===== src/rtl/receiver_buffer_register.sv =====
// receiver_buffer_register: oversampled 8N1 UART receiver with a one-byte holding buffer and error flags
module receiver_buffer_register #(
    parameter int OVERSAMPLE = 16
) (
    input  logic       CLK,
    input  logic       RST_N,
    input  logic       baud_tick,
    input  logic       rx_in,
    input  logic       signal_rd_en,
    output logic [7:0] data_out,
    output logic       signal_data_ready,
    output logic       signal_framing_err,
    output logic       signal_overrun_err
);
    localparam int CW = $clog2(OVERSAMPLE);

    typedef enum logic [2:0] {IDLE, START, DATA, STOP, WAIT_HIGH} state_t;

    state_t          state_q, state_d;
    logic [CW-1:0]   cnt_q, cnt_d;
    logic [2:0]      bit_q, bit_d;
    logic [7:0]      shift_q, shift_d;
    logic [7:0]      data_q, data_d;
    logic            rdy_q, rdy_d, ferr_q, ferr_d, ovr_q, ovr_d;
    logic            s1_q, s2_q;
    logic            rx_s, ld, rd, keep, full, half;

    assign rx_s = s2_q;
    assign full = cnt_q == CW'(OVERSAMPLE - 1);
    assign half = cnt_q == CW'(OVERSAMPLE / 2 - 1);

    // receive sequencing: all counters and state move only on baud ticks
    always_comb begin
        state_d = state_q;
        cnt_d   = cnt_q;
        bit_d   = bit_q;
        shift_d = shift_q;
        ld      = 1'b0;
        if (baud_tick) begin
            cnt_d = cnt_q + 1'b1;
            case (state_q)
                IDLE: begin
                    cnt_d = '0;
                    if (!rx_s) state_d = START;
                end
                START: if (half) begin
                    cnt_d   = '0;
                    bit_d   = '0;
                    state_d = rx_s ? IDLE : DATA;
                end
                DATA: if (full) begin
                    cnt_d   = '0;
                    shift_d = {rx_s, shift_q[7:1]};
                    bit_d   = bit_q + 1'b1;
                    if (bit_q == 3'd7) state_d = STOP;
                end
                STOP: if (full) begin
                    cnt_d   = '0;
                    ld      = 1'b1;
                    state_d = rx_s ? IDLE : WAIT_HIGH;
                end
                default: begin
                    cnt_d = '0;
                    if (rx_s) state_d = IDLE;
                end
            endcase
        end
    end

    // holding buffer: a load into a full, unread buffer is dropped and flagged as overrun
    always_comb begin
        rd     = signal_rd_en && rdy_q;
        keep   = ld && rdy_q && !rd;
        data_d = (ld && !keep) ? shift_q : data_q;
        rdy_d  = ld || (rdy_q && !rd);
        ferr_d = keep ? ferr_q : ld ? !rx_s : (ferr_q && !rd);
        ovr_d  = keep ? 1'b1 : (ld || rd) ? 1'b0 : ovr_q;
    end

    // state registers with asynchronous reset; synchronizer resets to idle-high
    always_ff @(posedge CLK or negedge RST_N) begin
        if (!RST_N) begin
            s1_q    <= 1'b1;
            s2_q    <= 1'b1;
            state_q <= IDLE;
            cnt_q   <= '0;
            bit_q   <= '0;
            shift_q <= '0;
            data_q  <= '0;
            rdy_q   <= 1'b0;
            ferr_q  <= 1'b0;
            ovr_q   <= 1'b0;
        end else begin
            s1_q    <= rx_in;
            s2_q    <= s1_q;
            state_q <= state_d;
            cnt_q   <= cnt_d;
            bit_q   <= bit_d;
            shift_q <= shift_d;
            data_q  <= data_d;
            rdy_q   <= rdy_d;
            ferr_q  <= ferr_d;
            ovr_q   <= ovr_d;
        end
    end

    assign data_out           = data_q;
    assign signal_data_ready  = rdy_q;
    assign signal_framing_err = ferr_q;
    assign signal_overrun_err = ovr_q;
endmodule


===== config.mk =====
export PLATFORM = sky130hd
export DESIGN_NAME = receiver_buffer_register
export DESIGN_NICKNAME = d
export VERILOG_FILES = /design/src/rtl/receiver_buffer_register.sv
export SDC_FILE = /design/constraint.sdc
export NUM_CORES = 1
export LEC_CHECK = 0
export CAP_MARGIN = 5
export CORE_MARGIN = 1.5
export CORE_UTILIZATION = 31
export DETAILED_ROUTE_END_ITERATION = 8
export HOLD_SLACK_MARGIN = 0.02
export RECOVER_POWER = 25
export SYNTH_ARGS = -nofsm -noshare
export SYNTH_HDL_FRONTEND = slang
export SYNTH_SLANG_ARGS = --single-unit

===== constraint.sdc =====
create_clock -name CLK -period 2.4 [get_ports CLK]
set_input_delay 0.36 -clock CLK [delete_from_list [all_inputs] [get_ports CLK]]
set_output_delay 0.36 -clock CLK [all_outputs]
set_load 0.005 [all_outputs]

* Yosys cells after proc, flatten, opt, wreduce, memory -nomap -nowiden
Index checks and enable logic that the tools add are counted.
W data, S select, Z words.
** Word-level totals
- Output and inout port bits :: 11
- Word-level logic and storage cells :: 63
- Register bits after elaboration :: 31
- Input bits :: 5
** Operators by class
- Equal/unequal tests :: 11
- Add/subtract/negate cells :: 2
- Reductions and logical operators :: 19
- Multiplexer cells :: 21
** Operator list (count)
- $mux W3 :: 9
- $pmux W3 S4 :: 1
- $ne A2 B2 Y1 const B :: 5
- $mux W4 :: 2
- $pmux W4 S2 :: 1
- $reduce_and A7 Y1 :: 1
- $eq A3 B2 Y1 const B :: 2
- $logic_and A1 B1 Y1 :: 6
- $mux W1 :: 6
- $pmux W3 S2 :: 1
- $reduce_bool A5 Y1 :: 1
- $add A4 B1 Y4 const B :: 1
- $eq A4 B3 Y1 const B :: 1
- $eq A4 B4 Y1 const B :: 1
- $reduce_and A4 Y1 :: 1
- $reduce_bool A2 Y1 :: 2
- $add A3 B1 Y3 const B :: 1
- $eq A3 B1 Y1 const B :: 1
- $eq A3 B3 Y1 const B :: 1
- $logic_not A1 Y1 :: 3
- $logic_not A3 Y1 :: 1
- $reduce_and A3 Y1 :: 1
- $logic_or A1 B1 Y1 :: 2
- $mux W2 :: 1
- $reduce_or A2 Y1 :: 1

* Depth between registers and ports, before layout
Gate-level depths: netlist of run 1.
- Depth after elaboration :: 8
- Gate-level depth with buffers :: 5
- Gate-level depth less buffers :: 5

* Worst setup path after synthesis of run 1
No wires, ideal clock.
- Path kind :: flip-flop to flip-flop
- Start :: register cnt_q[0]
- End :: register data_q[0], in the netlist data_out[0]
- Stages on the path, launching flop included :: 5
- Slack :: 715 ps
- Data required time :: 2275 ps
- Path buffers :: 0
- Library setup time :: 125 ps
- Data arrival time :: 1560 ps
- Cell sequence :: dfrtp_1 ha_1 nand4_2 nor3_4 mux2_2
** On the way
- Longest elaborated chain between the ends :: 8
** Ends and longest elaborated chain
- start, declared :: RTL line 20 : logic [CW-1:0] cnt_q, cnt_d;
- start signal, assigned :: RTL line 97 : cnt_q <= cnt_d;
- $eq A4 B4 Y1 (*) :: RTL line 29 : assign full = cnt_q == CW'(OVERSAMPLE - 1);
- $mux W1 (*) :: RTL line 57 : STOP: if (full) begin
- $mux W1 (*) :: RTL line 41 : case (state_q)
- $mux W1 (*) :: RTL line 39 : if (baud_tick) begin
- $logic_and A1 B1 Y1 (2 in series) :: RTL line 73 : keep = ld && rdy_q && !rd;
- $logic_not A1 Y1 :: RTL line 74 : data_d = (ld && !keep) ? shift_q : data_q;
- $logic_and A1 B1 Y1 (*) :: RTL line 74
- end signal, assigned :: RTL line 100 : data_q <= data_d;
- end, declared :: RTL line 23 : logic [7:0] data_q, data_d;
Mark *: on every way between the ends. The rest lies on a longest branch, timed or not.
A chain may end at the register's enable or synchronous reset.

* Worst setup path in the final report of run 1
- Start :: input baud_tick
- End :: register shift_q[5]
** On the way
- Longest elaborated chain between the ends :: 1
** Ends and longest elaborated chain
- start, declared :: RTL line 7 : input logic baud_tick,
- $reduce_and A3 Y1 (no line)
- end signal, assigned :: RTL line 99 : shift_q <= shift_d;
- end, declared :: RTL line 22 : logic [7:0] shift_q, shift_d;
No other way between the ends.

==> results by group, run 1 <==
GRT
  • Global-route usage over all layers: about an eighth
  • First-pass GRT wire length: just under 5000 µm
  • Initial antenna violation count: 0
  • Global route total overflow: 0
  • Vias in the first global route: 1032
  • Largest net degree at the start of global routing: 32

Routing
  • Final WL: approximately 2800 µm
  • Antenna-violating nets left: 0
  • Initial drt markers: 46
  • Wire length per cell: 14.7 µm
  • Vias per inst: roughly 5.2
  • DRC viols: 0
  • Vias: between 900 and 1000
  • TritonRoute pass-1 iters: 4

Clock tree
  • Sink Count: 31
  • TritonCTS clock tree: yes
  • TritonCTS Buffers: 5
  • CTS Buffer Depth: 2
  • Post-CTS Setup Inserts: 0
  • Hold-fix buffer count after cts: 0
  • Clk slew on worst S/H paths: 0.06 ns
  • H-Tree Depth: 2
  • Post-CTS resize count: 0
  • CTS root buf: clkbuf_8
  • Worst-Skew Late Latency: approximately 0.28 ns

Timing
  • Final setup fails: 0
  • Final worst path period need: roughly 1.9 ns
  • RSZ-0062 raised after global routing: false
  • Sum Neg Setup Slack: 0 ns
  • Fin Clk Skew: 0.0111 ns
  • Slew HR: 68.8%
  • Tcrit/Tclk final: 78.9%
  • Max Slew Vio Count: 0
  • FMAX: between 500 and 600 MHz
  • Worst slew pin tran: ~0.47 ns
  • Final Hold Vio Count: 0

Floorplan
  • Top Ports: 16
  • Starting density of the core: 31.9%
  • Die area: roughly 5300 µm²
  • Row count: 25
  • CORE AREA: between 4000 and 5000 µm²
  • Die Y: around 72 µm
  • Die Wd: 72.5 µm

Synthesis
  • Syn_nets: 125
  • Yosys top cell area share: between 40% and 50%
  • Post-synthesis sequential area ratio: between 50% and 60%
  • Cell taking the most area after synthesis: dfrtp_1
  • Cell area after synthesis: roughly 1500 µm²
  • Ys async rst share: 100%
  • Synth cell types: 46
  • Top cells by area, synth: dfrtp_1, mux2_4, mux2_2
  • Post-synthesis cell count: 117
  • EDFF count, synth: 0
  • #FFs+latches synth: 31
  • Post-Syn Area per Cell: approximately 13 µm²
  • Ys flop type: dfrtp_1
  • Synth Warn #: 0

Setup path
  • Crit path launch type: primary input
  • Cells on worst reg2reg path: 4
  • Setup CP Type: in -> reg
  • R2R setup slack: approximately 0.55 ns
  • Setup crit end kind: flop
  • Peak fanout along the critical path: 9
  • CP required: between 2 and 3 ns
  • WP data arrival: 2.05 ns

Layout
  • Commonest non-fill, non-tap cell in the layout: dfrtp_1
  • Layout net count: between 100 and 150
  • Layout cell share with drive strength beyond 1: between 20% and 30%
  • Finished Cell Area: 1800 µm²
  • Core Util, Final: about two fifths
  • Diodes inserted: 0
  • Fillers: 460
  • Layout area overhead: 20.0%
  • Most frequent cells in the layout: dfrtp_1, clkdlybuf4s50_1, mux2_4, mux2_2

Pwr
  • Clock share of power: roughly 27%
  • Internal power: ~1.0 mW
  • Comb pwr share: roughly a quarter
  • Seq pwr share: 46.8%
  • Leak Pwr: 0.818 nW
  • Sw Ratio: between 30 and 40%
  • Power per cell area: roughly 860 nW/µm²
  • P_sw: ~0.49 mW
  • Maximum VDD drop: approximately 0.00036 V

Placed design
  • PortBufs: 15
  • Placer Congestion: approximately 0.75
  • Hpwl dp: 2020 µm
  • DP Area: roughly 1700 µm²

Hold path
  • Hold Path Class: reg -> reg
  • Hold path cells: 0

Status
  • Status: complete, no violations

Job
  • Max Cap Violations: 0
[Yosys cell counts (2+ instances only)]
cell type / count
nor2_1: 5
o211ai_1: 2
buf_2: 2
and4_1: 2
inv_1: 2
dfrtp_1: 29
o2bb2ai_1: 3
mux2i_1: 3
o21ai_0: 2
nand2_1: 6
dfstp_2: 2
clkbuf_1: 2
ha_1: 3
buf_6: 2
o21bai_1: 4
nand3_1: 2
mux2_4: 8
nor2b_1: 2
or2_2: 2
mux2_2: 8
[through the flow]
stage | instances | setup slack (ns) | hold slack, ns | power (mW)
detailed placement | 184 | 0.221 | 0.349 | 1.14
floorplan | 117 | 0.715 | 0.0644 | 1.02
global route | 192 | 0.430 | 0.358 | 1.66
global placement | 184 | 0.282 | 0.347 | 1.12
finish | 192 | 0.506 | 0.355 | 1.54
CTS | 192 | 0.522 | 0.357 | 1.57
[cell families after synthesis]
group | after synthesis | synth area share, %
AND/OR/NAND/NOR | 30 | 12.0
XOR/XNOR | 1 | 0.585
AO/OA/AOI/OAI | 24 | 13.1
adder cells (fa/ha/maj) | 3 | 2.51
buffers and inverters | 9 | 3.68
multiplexers | 19 | 16.1
flip-flops | 31 | 52.0
[power by group through the flow]
stage,sequential (mW),clock [mW],combinational [mW]
finish,0.723,0.416,0.405
global route,0.744,0.462,0.453
CTS,0.723,0.439,0.413
detailed placement,0.731,0,0.410
global placement,0.725,0,0.390
floorplan,0.660,0,0.362
[cell type report]
class                   instances  area [µm²]  share of cell area, %
multi-input cells              77         663                   36.9
clock inverters                 1        5.00                  0.279
flip-flops and latches         31         778                   43.3
well taps                      54        67.6                   3.76
repair buffers                 20         188                   10.5
clock buffers                   7        86.3                   4.81
inverters                       2        7.51                  0.418
[critical path: stages]
cell and delay, ns:
clkdlybuf4s50_1 0.63, nand3_1 0.14, or3_1 0.54, mux2_4 0.37
[registers in the layout, summed over array words and instances (netlist names)]
name                cells
rx_s                    1
signal_data_ready       1
bit_q                   3
shift_q                 8
signal_overrun_err      1
signal_framing_err      1
state_q                 3
cnt_q                   4
s1_q                    1
data_out                8
[per-layer routing]
| metal | vias to the layer above | GRT usage [%] | part of all wire, % |
|---|---|---|---|
| met5 | - | 0 | 0 |
| met4 | 0 | 2.52 | 0.78 |
| met3 | 4 | 4.17 | 3.5 |
| met2 | 19 | 21.2 | 48 |
| met1 | 493 | 14.6 | 48 |
| li1 | 474 | - | - |
[final timing paths]
check	endpoint	from
max	shift_q[5]	baud_tick
min	rx_s	s1_q
max reg2reg	shift_q[5]	cnt_q[0]
min reg2reg	rx_s	s1_q
max in group asynchronous	s1_q	RST_N
min in group asynchronous	data_out[0]	RST_N
No activity file was read; power rests on OpenSTA's default activity.
==> run 2: changes to the inputs <==
==> constraint.sdc (replaced) <==
create_clock -name CLK -period 1.91 [get_ports CLK]
set_input_delay 0.2865 -clock CLK [delete_from_list [all_inputs] [get_ports CLK]]
set_output_delay 0.2865 -clock CLK [all_outputs]
set_load 0.005 [all_outputs]
==> run 2 against run 1 <==
  * Final area increased by 4.9%
  * Non-clock buffer count increased by 7
  * Clock-buffer cell count decreased by 1
  * First-iteration DRC count increased by 72%
  * Sequential share of layout area decreased by 2.0 points
  * Critical endpoint is now shift_q[7]
  * Highest routed layer unchanged
==> results by group, run 2 (synthesis results as in run 1) <==
Layout
  • Fillers: about 440
  • Post-route non-filler standard cell count: between 150 and 200
  • Commonest non-fill, non-tap cell in the layout: dfrtp_1
  • Layout net count: approximately 150
  • Layout cell share with drive strength beyond 1: between 20% and 30%
  • Core Util, Final: 40.2%
  • Layout area overhead: 25.9%
  • Most frequent cells in the layout: dfrtp_1, clkdlybuf4s50_1, buf_4
  • Finished Cell Area: about 1900 µm²
  • Diodes inserted: 0

Timing
  • Final Hold Vio Count: 0
  • Fin Clk Skew: a little over 0.004 ns
  • FMAX: ~570 MHz
  • Worst slew pin tran: 0.780 ns
  • RSZ-0062 raised after global routing: false
  • Slew HR: 48.0%
  • Sum Neg Setup Slack: 0 ns
  • Tcrit/Tclk final: about nine tenths
  • Final worst path period need: 1.75 ns
  • Final setup fails: 0
  • Max Slew Vio Count: 0

Setup path
  • CP max-delay cell: dfrtp_1
  • WP data arrival: between 1.5 and 2 ns
  • Crit path launch type: flop
  • Reg2Reg Capture Point: shift_q[7]
  • Critical path, cell by cell: ha_1 -> nand3_1 -> or3_1 -> buf_4 -> mux2_4
  • CP required: around 2.1 ns
  • Setup CP Type: reg -> reg
  • R2R setup slack: ~0.16 ns
  • Peak fanout along the critical path: 8
  • Setup crit end kind: flop
  • Cells on worst reg2reg path: 5
  • Crit path to: shift_q[7]
  • CP max stage delay: 0.39 ns
  • Crit. Startpoint: cnt_q[0]
  • Reg2reg start: cnt_q[0]

Routing
  • Final WL: between 2000 and 3000 µm
  • Vias: between 1000 and 1500
  • Vias per inst: around 5.1
  • DRT met1 WL: 1370 µm
  • TritonRoute pass-1 iters: 4
  • Initial drt markers: between 70 and 80
  • WL met3: between 100 and 150 µm
  • Top sig layer: met4
  • Antenna-violating nets left: 0
  • DRC viols: 0
  • Wire length per cell: around 14 µm
  • Routed length on met2: between 1000 and 1500 µm

Pwr
  • Maximum VDD drop: between 0.0004 and 0.0005 V
  • Seq pwr share: ~40%
  • P_sw: between 0.6 and 0.7 mW
  • Sw Ratio: a little under a third
  • Clock share of power: about a third
  • Internal power: about 1.5 mW
  • Power per cell area: 1130 nW/µm²
  • Leak Pwr: between 0.8 and 0.9 nW
  • Comb pwr share: about 27%

GRT
  • Initial antenna violation count: 0
  • Global route total overflow: 0
  • First-pass GRT wire length: a little under 5000 µm
  • Vias in the first global route: approximately 990
  • Largest net degree at the start of global routing: 32
  • Global-route usage over all layers: around 12%

Clock tree
  • TritonCTS Buffers: 5
  • Hold-fix buffer count after cts: 0
  • CTS root buf: clkbuf_8
  • CTS Buffer Depth: 2
  • Post-CTS Setup Inserts: 0
  • Sink Count: 31
  • Post-CTS resize count: 0
  • Clk slew on worst S/H paths: around 0.060 ns
  • Worst-Skew Late Latency: about 0.28 ns
  • H-Tree Depth: 2
  • TritonCTS clock tree: yes

Floorplan
  • Top Ports: 16
  • Die area: approximately 5300 µm²
  • Die Y: 72.5 µm
  • CORE AREA: 4690 µm²
  • Row count: 25
  • Starting density of the core: between 30% and 40%
  • Die Wd: between 70 and 80 µm

Placed design
  • DP Area: 1770 µm²
  • Hpwl dp: slightly above 2000 µm
  • Placed Cells incl. Taps: approximately 190
  • Placer Congestion: approximately 0.77
  • PortBufs: 15

Job
  • Max Cap Violations: 0

Status
  • Status: complete, no violations

Hold path
  • Hold Path Class: reg -> reg
-- run 2: cell count changes in the layout (fill, tap and decap cells not counted) --
cell	previous run	this run
clkbuf_1	1	0
clkbuf_2	0	1
buf_12	0	1
buf_4	5	10
bufinv_16	0	1
-- run 2: final cells by class --
class                      instances  area [µm²]  area share (%)
clock inverter                     2        35.0            1.86
inverter                           2        7.51           0.398
clock buffer                       6        82.6            4.38
multi-input combinational         77         663            35.2
sequential                        31         778            41.3
timing repair buffer              27         250            13.3
tap                               54        67.6            3.59
-- run 2: how the worst min path moves through the flow --
stage                      from  endpoint  slack, ns  depth (start not counted)
after floorplan           RST_N  bit_q[0]     -0.009                          0
after global placement     s1_q      rx_s       0.35                          0
after detailed placement   s1_q      rx_s       0.35                          0
after CTS                  s1_q      rx_s       0.36                          0
after global routing       s1_q      rx_s       0.37                          0
final                      s1_q      rx_s       0.36                          0
-- run 2: per-stage QoR --
step                      power (mW)  setup slack, ns  hold WS [ns]
final                           2.13            0.155         0.361
after global placement          1.44           0.0238         0.347
after global routing            2.28           0.0810         0.369
after detailed placement        1.48          0.00168         0.351
after CTS                       2.16            0.148         0.364
after floorplan                 1.28            0.225      -0.00909
-- run 2: power groups by stage --
stage	logic [mW]	clock network, mW	registers (mW)
after floorplan	0.455	0	0.830
after global placement	0.563	0	0.881
after detailed placement	0.588	0	0.888
after CTS	0.589	0.693	0.877
after global routing	0.651	0.731	0.894
final	0.578	0.674	0.877
-- run 2: per-layer routing --
layer	global-route usage, %	up-vias
li1	-	487
met4	3.77	0
met2	19.3	21
met5	0	-
met3	4.31	4
met1	16.3	498
-- run 2: critical path: cells and delay by family, from the launching register on --
family / cells / cell delay, ns
adders and majority gates: 1 / 0.30
muxes: 1 / 0.30
DFF: 1 / 0.39
and+or+nand+nor: 2 / 0.46
buffers and inverters: 1 / 0.19
==> run 3: changes to the inputs <==
--- a/config.mk
+++ b/config.mk
@@ -10,6 +10,7 @@
 export CORE_UTILIZATION = 31
 export DETAILED_ROUTE_END_ITERATION = 8
 export HOLD_SLACK_MARGIN = 0.02
+export PLACE_DENSITY = 0.49
 export RECOVER_POWER = 25
 export SYNTH_ARGS = -nofsm -noshare
 export SYNTH_HDL_FRONTEND = slang
==> run 3 against run 2 <==
  * Final area stayed put
  * Cell count stayed put
  * Setup slack better by 0.099 ns
  * Sequential power is 0.7% lower
  * Power is 0.51% lower
  * Routed wire length is 6.3% lower
  * Non-clock buffer count stayed put
  * Clock-buffer cell count stayed put
  * Maximum frequency is 6.0% higher
  * Largest cell class unchanged
  * Highest routed layer unchanged
==> results by group, run 3 (synthesis results as in run 1) <==
Status
  • Status: complete, no violations

Pwr
  • P_sw: ~0.63 mW
  • Power per cell area: between 1000 and 1500 nW/µm²
  • Seq pwr share: roughly two fifths
  • Maximum VDD drop: between 0.0004 and 0.0005 V
  • Comb pwr share: between 20% and 30%
  • Clock share of power: between 30% and 40%
  • Internal power: 1.49 mW
  • Leak Pwr: between 0.8 and 0.9 nW
  • Sw Ratio: approximately 30%
  • Overall Power: between 2 and 2.5 mW

Routing
  • Vias: 987
  • TritonRoute pass-1 iters: 4
  • Vias per inst: around 5.0
  • Initial drt markers: 62
  • DRC viols: 0
  • Final WL: 2670 µm
  • Wire length per cell: about 13 µm
  • Antenna-violating nets left: 0

Timing
  • Final Hold Vio Count: 0
  • RSZ-0062 raised after global routing: false
  • Final worst path period need: 1.66 ns
  • Final setup fails: 0
  • Fin Clk Skew: about 0.0035 ns
  • Tcrit/Tclk final: 86.7%
  • Final Worst Setup Slack: roughly 0.25 ns
  • Max Slew Vio Count: 0
  • Sum Neg Setup Slack: 0 ns
  • FMAX: slightly above 600 MHz
  • WHS: around 0.36 ns
  • Slew HR: just under 50%
  • Worst slew pin tran: around 0.76 ns

Clock tree
  • H-Tree Depth: 2
  • CTS Buffer Depth: 2
  • TritonCTS clock tree: yes
  • Clk slew on worst S/H paths: about 0.070 ns
  • Post-CTS resize count: 0
  • Sink Count: 31
  • CTS root buf: clkbuf_8
  • Post-CTS Setup Inserts: 0
  • Worst-Skew Late Latency: about 0.28 ns
  • TritonCTS Buffers: 5
  • Hold-fix buffer count after cts: 0

GRT
  • Met2 Usage GRT: between 10% and 20%
  • Vias in the first global route: roughly 980
  • GRT Max-Usage Layer: met2
  • First-pass GRT wire length: 4700 µm
  • Global-route usage over all layers: 11.8%
  • GR Util met3: about 4.2%
  • Initial antenna violation count: 0
  • Largest net degree at the start of global routing: 32
  • Met1 Use GR: between 10% and 20%
  • Global route total overflow: 0

Layout
  • Diodes inserted: 0
  • Fillers: between 400 and 500
  • Finished Cell Area: around 1900 µm²
  • Layout area overhead: 25.9%
  • Commonest non-fill, non-tap cell in the layout: dfrtp_1
  • Core Util, Final: approximately two fifths
  • Area of the multi-input gates: between 600 and 700 µm²
  • Most frequent cells in the layout: dfrtp_1, clkdlybuf4s50_1, buf_4
  • FF+latch area: ~780 µm²
  • Layout cell share with drive strength beyond 1: 29.7%
  • Post-route non-filler standard cell count: slightly below 200
  • Layout net count: around 150

Setup path
  • Reg2reg start: cnt_q[0]
  • Cells on worst reg2reg path: 5
  • Setup crit end kind: flop
  • Crit path to: shift_q[5]
  • Setup CP Type: reg -> reg
  • CP required: 2.08 ns
  • Reg2Reg Capture Point: shift_q[5]
  • Crit path launch type: flop
  • R2R setup slack: 0.25 ns
  • WP data arrival: 1.82 ns
  • Crit. Startpoint: cnt_q[0]
  • Peak fanout along the critical path: 8

Placed design
  • PortBufs: 15
  • Dpl ws: 0.0241 ns
  • Placed Cells incl. Taps: between 150 and 200
  • Placer Congestion: ~0.75
  • Hpwl dp: about 1900 µm
  • DP Area: 1770 µm²

Floorplan
  • Top Ports: 16
  • CORE AREA: about 4700 µm²
  • Die Wd: roughly 72 µm
  • Die Y: roughly 72 µm
  • Row count: 25
  • Starting density of the core: 31.9%
  • Die area: 5250 µm²

Job
  • Max Cap Violations: 0

Hold path
  • Hold Path Class: reg -> reg
-- run 3: cell counts in the layout (fill, tap and decap cells not counted) --
Identical to the previous run, type by type.
-- run 3: worst max-delay path, stage by stage (launching register included) --
cell and delay, ns:
dfrtp_1 0.38, ha_1 0.22, nand3_1 0.12, or3_1 0.32
buf_4 0.19, mux2_4 0.31
-- run 3: area by class of cell --
| type | instances | share of cell area, % |
|---|---|---|
| clock buffers | 6 | 4.38 |
| flip-flops and latches | 31 | 41.3 |
| multi-input cells | 77 | 35.2 |
| inverters | 2 | 0.398 |
| clock inverters | 2 | 1.86 |
| repair buffers | 27 | 13.3 |
| well taps | 54 | 3.59 |
-- run 3: metal layers --
| layer | share of wire (%) | vias up | routed length [µm] |
|---|---|---|---|
| met1 | 51 | 474 | 1360 |
| met4 | 2.1 | 0 | 55 |
| li1 | - | 487 | - |
| met5 | 0 | - | 0 |
| met2 | 43 | 20 | 1140 |
| met3 | 4.3 | 6 | 114 |
-- run 3: how the worst min path moves through the flow --
stage,slack (ns),depth (start not counted),from,to
2_1_floorplan,-0.009,0,RST_N,bit_q[0]
3_3_place_gp,0.35,0,s1_q,rx_s
3_5_place_dp,0.35,0,s1_q,rx_s
4_1_cts,0.36,0,s1_q,rx_s
5_1_grt,0.36,0,s1_q,rx_s
6_report,0.36,0,s1_q,rx_s
-- run 3: power groups by stage --
stage / clock [mW] / sequential [mW] / combinational (mW)
floorplan: 0 / 0.830 / 0.455
global placement: 0 / 0.881 / 0.579
detailed placement: 0 / 0.881 / 0.588
CTS: 0.691 / 0.869 / 0.590
global route: 0.726 / 0.890 / 0.654
finish: 0.666 / 0.871 / 0.581
